File: config.mk
export PLATFORM = sky130hd
export DESIGN_NAME = csa_final_adder
export DESIGN_NICKNAME = d
export VERILOG_FILES = /design/src/rtl/csa_final_adder.sv
export SDC_FILE = /design/constraint.sdc
export NUM_CORES = 1
export LEC_CHECK = 0
export ABC_AREA = 1
export CORE_AREA = 5 5 220 222
export DETAILED_ROUTE_END_ITERATION = 16
export DIE_AREA = 0 0 225 227
export GPL_ROUTABILITY_DRIVEN = 0
export GPL_TIMING_DRIVEN = 1
export HOLD_SLACK_MARGIN = 0.03
export PLACE_DENSITY = 0.77
export SYNTH_ARGS = -nofsm -noshare
export SYNTH_HDL_FRONTEND = slang
export SYNTH_SLANG_ARGS = --single-unit
File: constraint.sdc
create_clock -name clk -period 12.2 [get_ports clk]
set_input_delay 2.44 -clock clk [delete_from_list [all_inputs] [get_ports clk]]
set_output_delay 2.44 -clock clk [all_outputs]
set_load 0.01 [all_outputs]
File: src/rtl/csa_final_adder.sv
// Two-stage carry-propagate adder that resolves the redundant sum/carry vectors
// of the multiplier compression tree into one binary product.
module csa_final_adder #(
    parameter int WIDTH = 106,
    parameter int SPLIT = 53,
    parameter int TAG_W = 4
) (
    input  logic             clk,
    input  logic             rst,
    input  logic             in_valid,
    output logic             in_ready,
    input  logic [WIDTH-1:0] sum_vec,
    input  logic [WIDTH-1:0] carry_vec,
    input  logic [TAG_W-1:0] in_tag,
    input  logic             flush,
    output logic             out_valid,
    input  logic             out_ready,
    output logic [WIDTH-1:0] result,
    output logic             cout,
    output logic             result_zero,
    output logic [TAG_W-1:0] out_tag
);

    localparam int HW = WIDTH - SPLIT;

    logic             v1;
    logic [SPLIT:0]   lo1;
    logic [HW-1:0]    hs1;
    logic [HW-1:0]    hc1;
    logic [TAG_W-1:0] tag1;

    logic             adv1;
    logic             adv2;
    logic             accept;
    logic [HW:0]      hi;

    assign adv2     = !out_valid || out_ready;
    assign adv1     = !v1 || adv2;
    assign in_ready = adv1 && !flush;
    assign accept   = in_valid && in_ready;

    // High segment finishes the carry chain using the registered low-segment carry.
    assign hi = {1'b0, hs1} + {1'b0, hc1} + {{HW{1'b0}}, lo1[SPLIT]};

    // Gated by out_valid so an empty output stage never claims a zero result.
    assign result_zero = out_valid && (result == '0);

    always_ff @(posedge clk or posedge rst) begin
        if (rst) begin
            v1   <= 1'b0;
            lo1  <= '0;
            hs1  <= '0;
            hc1  <= '0;
            tag1 <= '0;
        end else begin
            if (flush) begin
                v1 <= 1'b0;
            end else if (adv1) begin
                v1 <= in_valid;
            end
            if (accept) begin
                lo1  <= {1'b0, sum_vec[SPLIT-1:0]} + {1'b0, carry_vec[SPLIT-1:0]};
                hs1  <= sum_vec[WIDTH-1:SPLIT];
                hc1  <= carry_vec[WIDTH-1:SPLIT];
                tag1 <= in_tag;
            end
        end
    end

    always_ff @(posedge clk or posedge rst) begin
        if (rst) begin
            out_valid <= 1'b0;
            result    <= '0;
            cout      <= 1'b0;
            out_tag   <= '0;
        end else begin
            if (flush) begin
                out_valid <= 1'b0;
            end else if (adv2) begin
                out_valid <= v1;
            end
            if (!flush && adv2 && v1) begin
                result  <= {hi[HW-1:0], lo1[SPLIT-1:0]};
                cout    <= hi[HW];
                out_tag <= tag1;
            end
        end
    end

endmodule

==> run summary <==
Iteration-0 DRC Markers -> 1,849
PwrDens -> 147 nW/um2
Largest net degree at the start of global routing -> 167
Mux contribution to synthesized area -> 0
CP required -> 9.76 ns
Layout cells sized above 1 -> 0.0457
CTS sink count -> 277
CTS resizes -> 0
ANT nets after route -> 0
Worst-Margin Slew -> 0.979 ns
Final Max Slew Viols -> 0
Min-Delay Path Depth -> 2
Post-Syn Nets -> 3,512
Core box area -> 46,200 um2
Clock Path Buffers -> 3
Cells on worst reg2reg path -> 9
RR Startpoint -> out_valid$_DFFE_PP0P_
Lkg Pwr -> 13.8 nW
WP buf/inv -> 5
Kind of critical path -> input pin to output port
Final Cycle Share -> 0.514
Final Skew -> 0.0164 ns
Area share of the largest cell type after synthesis -> 0.345
Yosys reg bits -> 277
Crit-path slowest cell -> clkdlybuf4s50_1
Post-synthesis compound-gate area fraction -> 0.0599
Syn avg cell area -> 6.31 um2
CP endpoint kind -> output port
Num CTS Buffers -> 35
Unrepaired setup endpoints after global routing -> no
Post-Synth XOR/XNOR Area -> 0.0153
Die width -> 225 um
Number of global-route vias before repair -> 20,000
Row Count -> 79
Drt drc -> 0
PortBufs -> 334
Cell family with most CP delay -> buffers and inverters
Layout area overhead -> 24.9%
Largest family of logic cells by synthesized area -> simple AND/OR/NAND/NOR gates
Post-route cell area -> 25,100 um2
Hold endpoint -> result[50]$_DFFE_PP0P_
Maxcap violations -> 0
Area of the mapped netlist -> 20,100 um2
Post-DP HPWL -> 51,100 um
CTS clk-pin slew, worst paths -> 0.05 ns
CP peak stage delay -> 0.52 ns
Fin. Hold Viols -> 0
R2R Path End -> cout$_DFFE_PP0P_
Antenna violations before repair -> 3
Cell count after synthesis -> 3,183
Crit path max fanout -> 3
Setup TNS -> 0 ns
Adder-cell share of the synthesized area -> 0.0684
Hold_buf cts -> 0
Crit path time final -> 6.27 ns
GRT Resource Usage Total -> 0.249
Leading area contributor after synthesis -> dfrtp_1
Die Y -> 227 um
Max_slew headroom -> 0.347
Post-CTS Setup Bufs -> 0
Synth warnings -> 0
Post-layout util -> 0.543
Placed Area -> 23,900 um2
Hold Path Class -> register to register
Final net count -> 3,831
Num ports -> 335
Status -> finished, final reports clean
Setup crit start kind -> input pin
Total grt overflow -> 0
Via/cell ratio -> 4.95
Clock H-tree levels -> 2
Simple-gate area share of the yosys netlist -> 0.392
Initial Util -> 0.435
Crit path cell chain -> clkdlybuf4s50_1 > nor2_1 > inv_2 > nor2_1 > inv_1 > nand2_1 > inv_1 > clkdlybuf4s50_1
First-pass GRT wire length -> 102,000 um
Drt pass-1 iters -> 7
Routed wire per std cell -> 15.7 um
CTS tree -> done
# setup viols final -> 0
Clock Latency Late Sink -> 0.54 ns
VDD IR-drop max -> 0.000136 V
Flop2flop setup slack -> 9.31 ns
Area of the die -> 51,100 um2
Seq/Total Area, Yosys -> 0.345
Clock root buffer -> clkbuf_16
Critical Path AT -> 3.83 ns
Worst hold margin -> 0.470 ns
Yosys cell types -> 42
Fmax -> 160 MHz
Ranking of synthesized cells by area -> dfrtp_1 35%, nand2_1 27%, inv_1 10%, ha_1 6.5%, nand3_1 3.6%
Final wirelength -> 64,800 um
Routed via count -> 20,500
HP Start -> lo1[50]$_DFFE_PP0P_
[area by class of cell]
cell class | count | area (um2)
tap | 607 | 759
clock buffer | 49 | 1010
clock inverter | 12 | 126
fill | 4510 | 21100
timing repair buffer | 340 | 3400
inverter | 549 | 2070
multi-input combinational | 2299 | 10800
sequential | 277 | 6930
antenna | 3 | 7.51
[synth_stat cells (all sizes together)]
master / instances
a21boi: 6
a21o: 3
a21oi: 87
a22oi: 1
and2: 3
and3: 2
buf: 42
clkbuf: 16
clkinv: 1
dfrtp: 277
fa: 3
ha: 105
inv: 548
nand2: 1482
nand3: 150
nand3b: 1
nand4: 28
nor2: 218
nor3: 19
nor4: 16
o2111ai: 1
o211ai: 1
o21ai: 109
o21bai: 14
o22ai: 2
o31a: 1
or2: 12
xnor2: 33
xor2: 2
[cell usage in the layout (no fill, tap or decap), types with 14 or more instances in the layout]
master / n
nand2_1: 1457
inv_1: 537
clkdlybuf4s50_1: 334
dfrtp_1: 277
nor2_1: 176
nand3_1: 143
ha_1: 105
a21oi_1: 87
o21ai_0: 83
nor2_2: 39
clkbuf_16: 35
xnor2_1: 33
nand4_1: 28
o21ai_1: 26
nand2_2: 24
nor4_1: 16
o21bai_1: 14
[flip-flops by register name, summed over array words and instances (netlist names)]
name	count
out_valid	1
result	106
v1	1
lo1	54
tag1	4
hs1	53
cout	1
hc1	53
out_tag	4
[routing by layer]
| layer | wire length [um] | global-route usage |
|---|---|---|
| met1 | 25500 | 0.297 |
| met2 | 30800 | 0.436 |
| met3 | 4520 | 0.0378 |
| met4 | 3920 | 0.129 |
| met5 | 0 | 0 |
[how the worst max path moves through the flow]
stage	from	to	slack, ns	depth (start not counted)
final	out_ready	in_ready	5.93	8
after global routing	out_ready	in_ready	5.81	8
after CTS	out_ready	in_ready	5.92	8
after detailed placement	out_ready	in_ready	5.93	8
after global placement	out_ready	in_ready	5.93	8
after floorplan	rst	cout$_DFFE_PP0P_	2.12	1
[tightest hold or removal path: stages, from the launching register on]
cell and delay, ns:
dfrtp_1 0.34, nand2_1 0.05, nand2_1 0.05
[through the flow]
stage	instances	setup WS [ns]	total power, mW
4_1_cts	4133	5.92	3.70
5_1_grt	4136	5.81	3.91
3_3_place_gp	4072	5.93	2.63
3_5_place_dp	4072	5.93	2.65
6_report	4136	5.93	3.68
2_1_floorplan	3183	2.12	2.03
[logic make-up (layout without fill, tap and decap cells)]
| kind of cell | count (synthesis) | in the layout |
|---|---|---|
| other | 0 | 3 |
| AO/OA/AOI/OAI | 225 | 225 |
| adder cells (fa/ha/maj) | 108 | 108 |
| XOR/XNOR | 35 | 35 |
| flip-flops | 277 | 277 |
| AND/OR/NAND/NOR | 1931 | 1931 |
| buffers and inverters | 607 | 950 |
[power by group]
part	total (mW)	internal [mW]	switching (mW)
Combinational	1.38	0.576	0.802
Clock	1.03	0.620	0.413
Sequential	1.27	1.12	0.156
No activity file was read; power rests on OpenSTA's default activity.
